## src/rtl/synth_bus_pkg.sv

```systemverilog
// Shared types and helpers for the synth parameter bus arbiter/bridge.
package synth_bus_pkg;

  typedef enum logic [1:0] {IDLE, WRITE, READ, DONE} state_e;
  typedef enum logic       {OWN_CPU, OWN_DEC} owner_e;
  typedef enum logic [1:0] {ACC_EXT, ACC_INT, ACC_NONE} acc_e;

  // Bits needed to index n items; never narrower than one bit.
  function automatic int clogb2(input int n);
    int r;
    r = 0;
    while ((1 << r) < n) r++;
    return (r == 0) ? 1 : r;
  endfunction

endpackage

```

## src/rtl/bus_fair_arbiter.sv

```systemverilog
// Two-requester grant: the decoder has priority, but the CPU wins once it has
// watched FAIR_MAX consecutive decoder grants go by.
module bus_fair_arbiter
  import synth_bus_pkg::*;
#(
  parameter int FAIR_MAX = 4
) (
  input  logic clk,
  input  logic rst,
  input  logic arb_en,
  input  logic cpu_req,
  input  logic dec_req,
  output logic gnt_cpu,
  output logic gnt_dec
);

  localparam int CNT_W = clogb2(FAIR_MAX + 1);

  logic [CNT_W-1:0] fair_q;
  logic             starved;

  assign starved = (fair_q == CNT_W'(FAIR_MAX));
  assign gnt_cpu = arb_en & cpu_req & (~dec_req | starved);
  assign gnt_dec = arb_en & dec_req & ~gnt_cpu;

  always_ff @(posedge clk or posedge rst) begin
    if (rst) begin
      fair_q <= '0;
    end else if (!cpu_req || gnt_cpu) begin
      // NOTE: registers use non-blocking assignments so every flop samples pre-edge values.
      fair_q <= '0;
    end else if (gnt_dec) begin
      fair_q <= fair_q + CNT_W'(1);
    end
  end

endmodule

```

## src/rtl/synth_param_bus_arbiter.sv

```systemverilog
// Bridges CPU (Avalon-MM) and MIDI-decoder accesses onto the one-hot synth parameter
// bus, one at a time, and owns the per-part MIDI channel registers.
module synth_param_bus_arbiter
  import synth_bus_pkg::*;
#(
  parameter int NUM_SEL     = 6,
  parameter int SEL_W       = clogb2(NUM_SEL),
  parameter int PADR_W      = 7,
  parameter int DATA_W      = 8,
  parameter int CPU_DATA_W  = 32,
  parameter int COM_SEL_IDX = 4,
  parameter int NUM_PARTS   = 4,
  parameter int WR_STRETCH  = 3,
  parameter int RD_LAT      = 2,
  parameter int FAIR_MAX    = 4
) (
  input  logic                    CLOCK_50,
  input  logic                    reset,
  input  logic                    cpu_chipselect,
  input  logic                    cpu_read,
  input  logic                    cpu_write,
  input  logic [SEL_W+PADR_W-1:0] cpu_address,
  input  logic [CPU_DATA_W-1:0]   cpu_writedata,
  output logic [CPU_DATA_W-1:0]   cpu_readdata,
  output logic                    cpu_waitrequest,
  input  logic                    dec_req,
  input  logic                    dec_write,
  input  logic [SEL_W-1:0]        dec_sel,
  input  logic [PADR_W-1:0]       dec_adr,
  input  logic [DATA_W-1:0]       dec_data,
  output logic                    dec_ack,
  output logic [DATA_W-1:0]       dec_rdata,
  output logic [NUM_SEL-1:0]      bus_sel,
  output logic [PADR_W-1:0]       bus_adr,
  output logic [DATA_W-1:0]       bus_wdata,
  output logic                    bus_write,
  output logic                    bus_read,
  input  logic [DATA_W-1:0]       bus_rdata,
  output logic [NUM_PARTS*8-1:0]  midi_ch,
  output logic                    busy
);

  localparam int PART_W = clogb2(NUM_PARTS);
  localparam int TMR_W  = clogb2(((WR_STRETCH > RD_LAT) ? WR_STRETCH : RD_LAT) + 1);

  state_e                    state_q;
  owner_e                    owner_q;
  logic [TMR_W-1:0]          tmr_q;
  logic [NUM_PARTS-1:0][7:0] midi_q;
  logic [NUM_SEL-1:0]        bus_sel_q;
  logic [PADR_W-1:0]         bus_adr_q;
  logic [DATA_W-1:0]         bus_wdata_q, dec_rdata_q;
  logic                      bus_write_q, bus_read_q, dec_ack_q, cpu_wait_q;
  logic [CPU_DATA_W-1:0]     cpu_rdata_q;

  logic              cpu_req, gnt_cpu, gnt_dec, grant;
  logic              req_write;
  logic [SEL_W-1:0]  req_sel;
  logic [PADR_W-1:0] req_adr;
  logic [DATA_W-1:0] req_data;
  acc_e              req_acc;
  logic              fin_d;
  owner_e            fin_own_d;
  logic [DATA_W-1:0] fin_data_d;
  logic              unused_wdata_hi;

  assign cpu_req         = cpu_chipselect & (cpu_read | cpu_write);
  assign grant           = gnt_cpu | gnt_dec;
  assign unused_wdata_hi = ^cpu_writedata[CPU_DATA_W-1:DATA_W];

  bus_fair_arbiter #(.FAIR_MAX(FAIR_MAX)) u_arb (
    .clk     (CLOCK_50),
    .rst     (reset),
    .arb_en  (state_q == IDLE),
    .cpu_req (cpu_req),
    .dec_req (dec_req),
    .gnt_cpu (gnt_cpu),
    .gnt_dec (gnt_dec)
  );

  always_comb begin
    // NOTE: every always_comb output gets a default first so no path can infer a latch.
    req_write = dec_write;
    req_sel   = dec_sel;
    req_adr   = dec_adr;
    req_data  = dec_data;
    if (gnt_cpu) begin
      req_write = ~cpu_read;
      req_sel   = cpu_address[PADR_W +: SEL_W];
      req_adr   = cpu_address[PADR_W-1:0];
      req_data  = cpu_writedata[DATA_W-1:0];
    end
    if (int'(req_sel) >= NUM_SEL)
      req_acc = ACC_NONE;
    else if (int'(req_sel) == COM_SEL_IDX && int'(req_adr) < NUM_PARTS)
      req_acc = ACC_INT;
    else
      req_acc = ACC_EXT;
  end

  // Completion is decided one edge early so DONE outputs come straight from flops.
  always_comb begin
    fin_d      = 1'b0;
    fin_own_d  = owner_q;
    fin_data_d = '0;
    unique case (state_q)
      IDLE: if (grant && req_acc != ACC_EXT) begin
        fin_d     = 1'b1;
        fin_own_d = gnt_cpu ? OWN_CPU : OWN_DEC;
        if (req_acc == ACC_INT && !req_write)
          fin_data_d = DATA_W'(midi_q[req_adr[PART_W-1:0]]);
      end
      WRITE: fin_d = (tmr_q == '0);
      READ: begin
        fin_d      = (tmr_q == '0);
        fin_data_d = bus_rdata;
      end
      default: ;
    endcase
  end

  always_ff @(posedge CLOCK_50 or posedge reset) begin
    if (reset) begin
      state_q     <= IDLE;
      owner_q     <= OWN_CPU;
      tmr_q       <= '0;
      // NOTE: the channel array is tiny and must read 0x00 after reset, so it is flops with a reset, not RAM.
      midi_q      <= '0;
      bus_sel_q   <= '0;
      bus_adr_q   <= '0;
      bus_wdata_q <= '0;
      bus_write_q <= 1'b0;
      bus_read_q  <= 1'b0;
      dec_ack_q   <= 1'b0;
      dec_rdata_q <= '0;
      cpu_wait_q  <= 1'b1;
      cpu_rdata_q <= '0;
    end else begin
      dec_ack_q  <= 1'b0;
      cpu_wait_q <= 1'b1;
      unique case (state_q)
        IDLE: if (grant) begin
          owner_q <= gnt_cpu ? OWN_CPU : OWN_DEC;
          unique case (req_acc)
            ACC_EXT: begin
              bus_sel_q   <= NUM_SEL'(1) << req_sel;
              bus_adr_q   <= req_adr;
              bus_wdata_q <= req_data;
              bus_write_q <= req_write;
              bus_read_q  <= ~req_write;
              tmr_q       <= req_write ? TMR_W'(WR_STRETCH - 1) : TMR_W'(RD_LAT - 1);
              state_q     <= req_write ? WRITE : READ;
            end
            ACC_INT: begin
              if (req_write) midi_q[req_adr[PART_W-1:0]] <= 8'(req_data);
              state_q <= DONE;
            end
            default: state_q <= DONE;
          endcase
        end
        WRITE, READ: begin
          if (tmr_q == '0) begin
            bus_sel_q   <= '0;
            bus_write_q <= 1'b0;
            bus_read_q  <= 1'b0;
            state_q     <= DONE;
          end else begin
            tmr_q <= tmr_q - TMR_W'(1);
          end
        end
        default: state_q <= IDLE;
      endcase
      if (fin_d) begin
        if (fin_own_d == OWN_CPU) begin
          cpu_wait_q  <= 1'b0;
          cpu_rdata_q <= CPU_DATA_W'(fin_data_d);
        end else begin
          dec_ack_q   <= 1'b1;
          dec_rdata_q <= fin_data_d;
        end
      end
    end
  end

  assign cpu_readdata    = cpu_rdata_q;
  assign cpu_waitrequest = cpu_wait_q;
  assign dec_ack         = dec_ack_q;
  assign dec_rdata       = dec_rdata_q;
  assign bus_sel         = bus_sel_q;
  assign bus_adr         = bus_adr_q;
  assign bus_wdata       = bus_wdata_q;
  assign bus_write       = bus_write_q;
  assign bus_read        = bus_read_q;
  assign midi_ch         = midi_q;
  assign busy            = (state_q != IDLE);

endmodule

```

## config.mk

```make
export PLATFORM = sky130hd
export DESIGN_NAME = synth_param_bus_arbiter
export DESIGN_NICKNAME = d
export VERILOG_FILES = /design/src/rtl/synth_bus_pkg.sv /design/src/rtl/bus_fair_arbiter.sv /design/src/rtl/synth_param_bus_arbiter.sv
export SDC_FILE = /design/constraint.sdc
export NUM_CORES = 1
export LEC_CHECK = 0
export CAP_MARGIN = 30
export CORE_MARGIN = 5
export CORE_UTILIZATION = 64
export CTS_CLUSTER_DIAMETER = 120
export DETAILED_ROUTE_END_ITERATION = 10
export DONT_BUFFER_PORTS = 1
export PLACE_DENSITY = 0.85
export SLEW_MARGIN = 20
export SYNTH_ARGS = -nofsm -noshare
export SYNTH_HDL_FRONTEND = slang
export SYNTH_SLANG_ARGS = --single-unit
```

## constraint.sdc

```tcl
create_clock -name CLOCK_50 -period 3.75 [get_ports CLOCK_50]
set_clock_uncertainty 0.1 [all_clocks]
set_input_delay 0.9375 -clock CLOCK_50 [delete_from_list [all_inputs] [get_ports CLOCK_50]]
set_output_delay 0.9375 -clock CLOCK_50 [all_outputs]
set_load 0.01 [all_outputs]
```

-- Word-level counts from Yosys, hierarchy flattened
Cells that the tools add are included.
- input port bits: 75
- output and inout port bits: 98
- logic and storage cells: 114
- flip-flop bits (word level): 81
- reduce and logical (&&, ||, !) cells: 23
- equal/unequal tests: 9
- bitwise gates (word level): 13
- muxes and demuxes: 45
- $lt $le $gt $ge: 4
- shift-type cells: 1
- add/sub/neg operators: 2
- operators with widths (cell ; number):
    two-way mux 8 bit ; 5
    bitwise mux 32 bit ; 1
    two-way mux 2 bit ; 9
    two-way mux 6 bit ; 3
    binary-select mux 8 bit (select 2 bit) ; 1
    demux 8 bit (select 2 bit) ; 1
    one-hot mux 8 bit (2 select lines) ; 1
    two-way mux 1 bit ; 14
    one-hot mux 6 bit (2 select lines) ; 1
    AND reduction 4 bit ; 3
    two-way mux 3 bit ; 3
    one-hot mux 2 bit (2 select lines) ; 2
    AND reduction 2 bit ; 4
    nonzero test 2 bit ; 4
    less-than comparator 7 x 3 -> 1 bit (second input constant) ; 1
    two-way mux 7 bit ; 1
    == test 3 bit (second input constant) ; 2
    zero test 2 bit ; 3
    inequality test 2 bit (second input constant) ; 3
    one-hot mux 1 bit (2 select lines) ; 3
    << shifter 1 x 3 -> 6 bit (first input constant) ; 1
    bitwise AND 1 bit ; 5
    inverter 1 bit ; 5
    == test 2 x 1 -> 1 bit (second input constant) ; 2
    13 further kinds ; 19

-- Longest topological paths before layout
- word-level depth: 15
- mapped depth: 11
- gate-level depth less buffers: 8

-- Hierarchy
From an unflattened synthesis, not the netlist that was laid out.
- cell total of the unflattened synthesis: 359
- area, all modules: 4286.6 sq um
- modules (own cells, without submodules) (module ; cells each ; instances ; area an instance (sq um)):
    synth_param_bus_arbiter ; 334 ; 1 ; 4067.7
    bus_fair_arbiter ; 25 ; 1 ; 219.0

-- Worst setup path before layout
OpenSTA, ideal clock, no wires.
- kind: input-to-reg
- start point: in dec_req
- end point: reg cpu_rdata_q[0], in the netlist cpu_readdata[0]
- data required time: 3525 ps
- data arrival time: 2740 ps
- path buffers: 1
- cell stages on the path: 7
- setup slack: 786 ps
- path through: a21boi_4 -> nor2_2 -> buf_6 -> o2111a_2 -> nor2_1 -> mux2i_2 -> mux2_2
- cells in the longest elaborated chain, start to end: 14
- elaborated cells between the ends (all ways): 33
- classes of those cells: 2 x order compare; 2 x eq/ne; 15 x mux; 8 x bitwise; 6 x reduce/logical
- RTL lines (what ; RTL line ; RTL):
    start: declaration ; synth_param_bus_arbiter.sv:26 ; input logic dec_req,
    parallel branches: the longest is 14 deep, another holds less-than comparator 7 x 3 -> 1 bit ; n/a ;
    end signal: assignment ; synth_param_bus_arbiter.sv:176 ; cpu_rdata_q <= CPU_DATA_W'(fin_data_d);
    end: declaration ; synth_param_bus_arbiter.sv:54 ; logic [CPU_DATA_W-1:0] cpu_rdata_q;
Several ways; the timed one is not identified. The select of a mux whose other input is x is not followed.
A chain may end at the register's enable or synchronous reset.

-- Worst setup path after layout
- start point: reg state_q[0]
- end point: reg cpu_rdata_q[3], in the netlist cpu_readdata[3]
- cells in the longest elaborated chain, start to end: 14
- elaborated cells between the ends (all ways): 36
- classes of those cells: 2 x order compare; 4 x eq/ne; 15 x mux; 7 x bitwise; 8 x reduce/logical
- RTL lines (what ; RTL line ; RTL):
    start: declaration ; synth_param_bus_arbiter.sv:46 ; state_e state_q;
    start signal: assignment ; synth_param_bus_arbiter.sv:152 ; state_q <= req_write ? WRITE : READ;
    parallel branches: the longest is 14 deep, another holds less-than comparator 7 x 3 -> 1 bit ; n/a ;
Several ways; the timed one is not identified. The select of a mux whose other input is x is not followed.

==> results.yml <==
yosys:
  yosys.area.top_type_share_pct: 42.8
  ys_top_cells_by_count: "dfrtp_1 (80), mux2_2 (59), nand2_1 (57)"
  ys_async_sr_fraction_pct: 100
  synth_area_mm2: 0.00468
  synthCells: 461
  synth_seq_cells: 81
  syn_area_per_cell_um2: 10.2
  synth.most_common_cell: "dfrtp_1"
  ys_types: 59
  synth-edff-count: 0
  synth_top_flop_cell: "dfrtp_1"
  synthTopCellsByArea: "dfrtp_1 (43%), mux2_2 (14%), nand2_1 (4.6%), buf_4 (4.0%), mux2i_1 (3.2%)"
  yosys_warnings: 0
  ys_seq_area_share_pct: 43.3
  synth_top_cell_by_area: "dfrtp_1"
place:
  gp_congestion: 0.879
  place_area_mm2: 0.00468
  port_buffers: 0
  dp_hpwl_um: 8880
setup_path:
  crit_path_top_delay_cell: "a221oi_1"
  start_kind: "flop"
  worst-path-buf-inv: 1
  crit_path_max_incr_delay_ns: 0.59
  cp.arrival_ns: 3.28
  cp-end-kind: "flop"
  path_cells: "inv_1 > ha_1 > o211a_1 > nand2_2 > a21o_1 > or3b_1 > a221oi_1 > mux2_2"
  crit_family: "compound AO/OA/AOI/OAI gates"
  critPathKind: "flop to flop"
  cp.required_ns: 3.96
  cp_max_fo: 21
grt:
  grt_pass1_wl_um: 18800
  grt-ovfl-total: 0
  antenna_found_initial: 0
  grt_pass1_vias: 3535
  grt_start_max_net_pins: 31
  track_usage_pct: 27.1
timing:
  period_share_pct: 81.9
  slew_viol_final: 0
  max_freq_ghz: 0.325
  whs_ns: 0.376
  setup_viol: 0
  worst-slew-pin-transition_ns: 0.717
  rsz0062_at_grt: "no"
  finalCriticalPeriod_ns: 3.07
  slew_headroom_pct: 52.1
  finalSetupTns_ns: 0
  hold_viol: 0
die:
  placeableCoreArea_mm2: 0.00718
  die_area_mm2: 0.00912
  rows: 31
  dieWidth_um: 95.5
  io_pins: 173
  die_h_um: 95.5
  start_util_pct: 65.2
routing:
  wl_per_cell_um: 21.2
  via_per_inst: 6.51
  drc: 0
  first_iter_violations: 306
  drt_wl_total_um: 11800
  first_pass_iters: 7
  final_antenna_net_count: 0
  via_count: 3631
clock_network:
  postCtsSetupBuffers: 0
  clk_pin_slew_ns: 0.09
  hold_buffers: 0
  root_buffer: "clkbuf_8"
  insertion_delay_ns: 0.36
  clock_sinks: 81
  cts_buffers: 9
  cts_resized: 0
  clock_path_buffers: 2
  h-tree-depth: 3
  cts_tree: "done"
layout:
  drive_above_1_share_pct: 21.1
  syn_to_final_growth_pct: 3.88
  diodes: 0
  final_area_mm2: 0.00486
  finalNetCount: 535
power:
  powerDensity_mw_per_mm2: 623
  peakVddDrop_mv: 0.407
  seqPwrFrac_pct: 44.7
  swShare_pct: 40.0
  power_frac_comb_pct: 35.8
  intPower_mw: 1.82
  clkPwrFrac_pct: 19.5
  p_switching_mw: 1.21
  leakagePower_nw: 2.28
job:
  maxCapViolations: 0
status:
  outcome: "finished clean"
hold_path:
  hold_path.class: "primary input to async pin"
[cell families (layout without fill, tap and decap cells)]
group,after synthesis,in the layout,share of synthesized area [%]
flip-flops,81,81,43.3
buffers and inverters,64,39,7.46
AO/OA/AOI/OAI,81,81,13.7
multiplexers,75,75,17.7
adder cells (fa/ha/maj),6,6,1.60
other,1,24,0.0801
AND/OR/NAND/NOR,153,153,16.1
[routing by layer]
metal	global-route usage (%)	wire length [µm]	vias up
li1	-	-	1603
met1	35.9	4570	1776
met2	41.5	5470	220
met3	9.71	1500	32
met4	9.12	304	0
met5	0	0	-
[cell usage in the layout (no fill, tap or decap), drive strengths merged, types with 9 or more instances in the layout]
| cell | Yosys | layout |
|---|---|---|
| inv | 13 | 13 |
| buf | 35 | 10 |
| mux2 | 59 | 59 |
| clkbuf | 16 | 11 |
| o211a | 9 | 9 |
| a21oi | 9 | 9 |
| mux2i | 16 | 16 |
| conb | 1 | 24 |
| o21ai | 17 | 17 |
| nand2b | 15 | 15 |
| dfrtp | 80 | 80 |
| nand2 | 58 | 58 |
| nand3 | 28 | 28 |
| nor2 | 18 | 18 |
[registers in the layout, indices dropped and copies added (netlist names)]
signal	cells
bus_adr	7
bus_read	1
bus_sel	6
bus_wdata	8
bus_write	1
cpu_readdata	8
cpu_waitrequest	1
dec_ack	1
dec_rdata	8
midi_ch	32
owner_q	1
state_q	2
tmr_q	2
u_arb.fair_q	3
[power groups by stage]
stage                     clock network, mW  registers [mW]  logic [mW]
after floorplan                           0            1.32       0.895
after global placement                    0            1.36        1.02
after detailed placement                  0            1.38        1.07
after CTS                             0.598            1.36        1.07
after global routing                  0.631            1.39        1.19
final                                 0.591            1.36        1.08
[per-stage QoR]
step / power, mW / cells / util [%] / worst slack, ns
floorplan: 2.21 / 484 / - / 0.634
detailed placement: 2.45 / 542 / 65.2 / 0.405
CTS: 3.03 / 558 / 67.7 / 0.741
global placement: 2.38 / 541 / 65.0 / 0.494
global route: 3.21 / 558 / 67.7 / 0.562
finish: 3.03 / 558 / 67.7 / 0.677
[path summary, 6_finish.rpt]
| check | start | end | slack [ns] | cells after the start |
|---|---|---|---|---|
| worst max-delay path | state_q[0] | cpu_readdata[3] | 0.68 | 8 |
| worst min register to register | state_q[0] | state_q[0] | 0.43 | 1 |
| min in group CLOCK_50 | state_q[0] | state_q[0] | 0.43 | 1 |
| worst max register to register | state_q[0] | cpu_readdata[3] | 0.68 | 8 |
| worst min-delay path | reset | midi_ch[20] | 0.38 | 1 |
| max in group asynchronous | reset | midi_ch[10] | 2.36 | 3 |
[area by class of cell]
type	count	area [µm²]
timing repair buffer	10	87.6
tap	99	124
fill	533	2310
multi-input combinational	339	2390
clock inverter	5	38.8
inverter	13	50.0
clock buffer	11	141
sequential	81	2030
(Power assumes the default switching activity.)
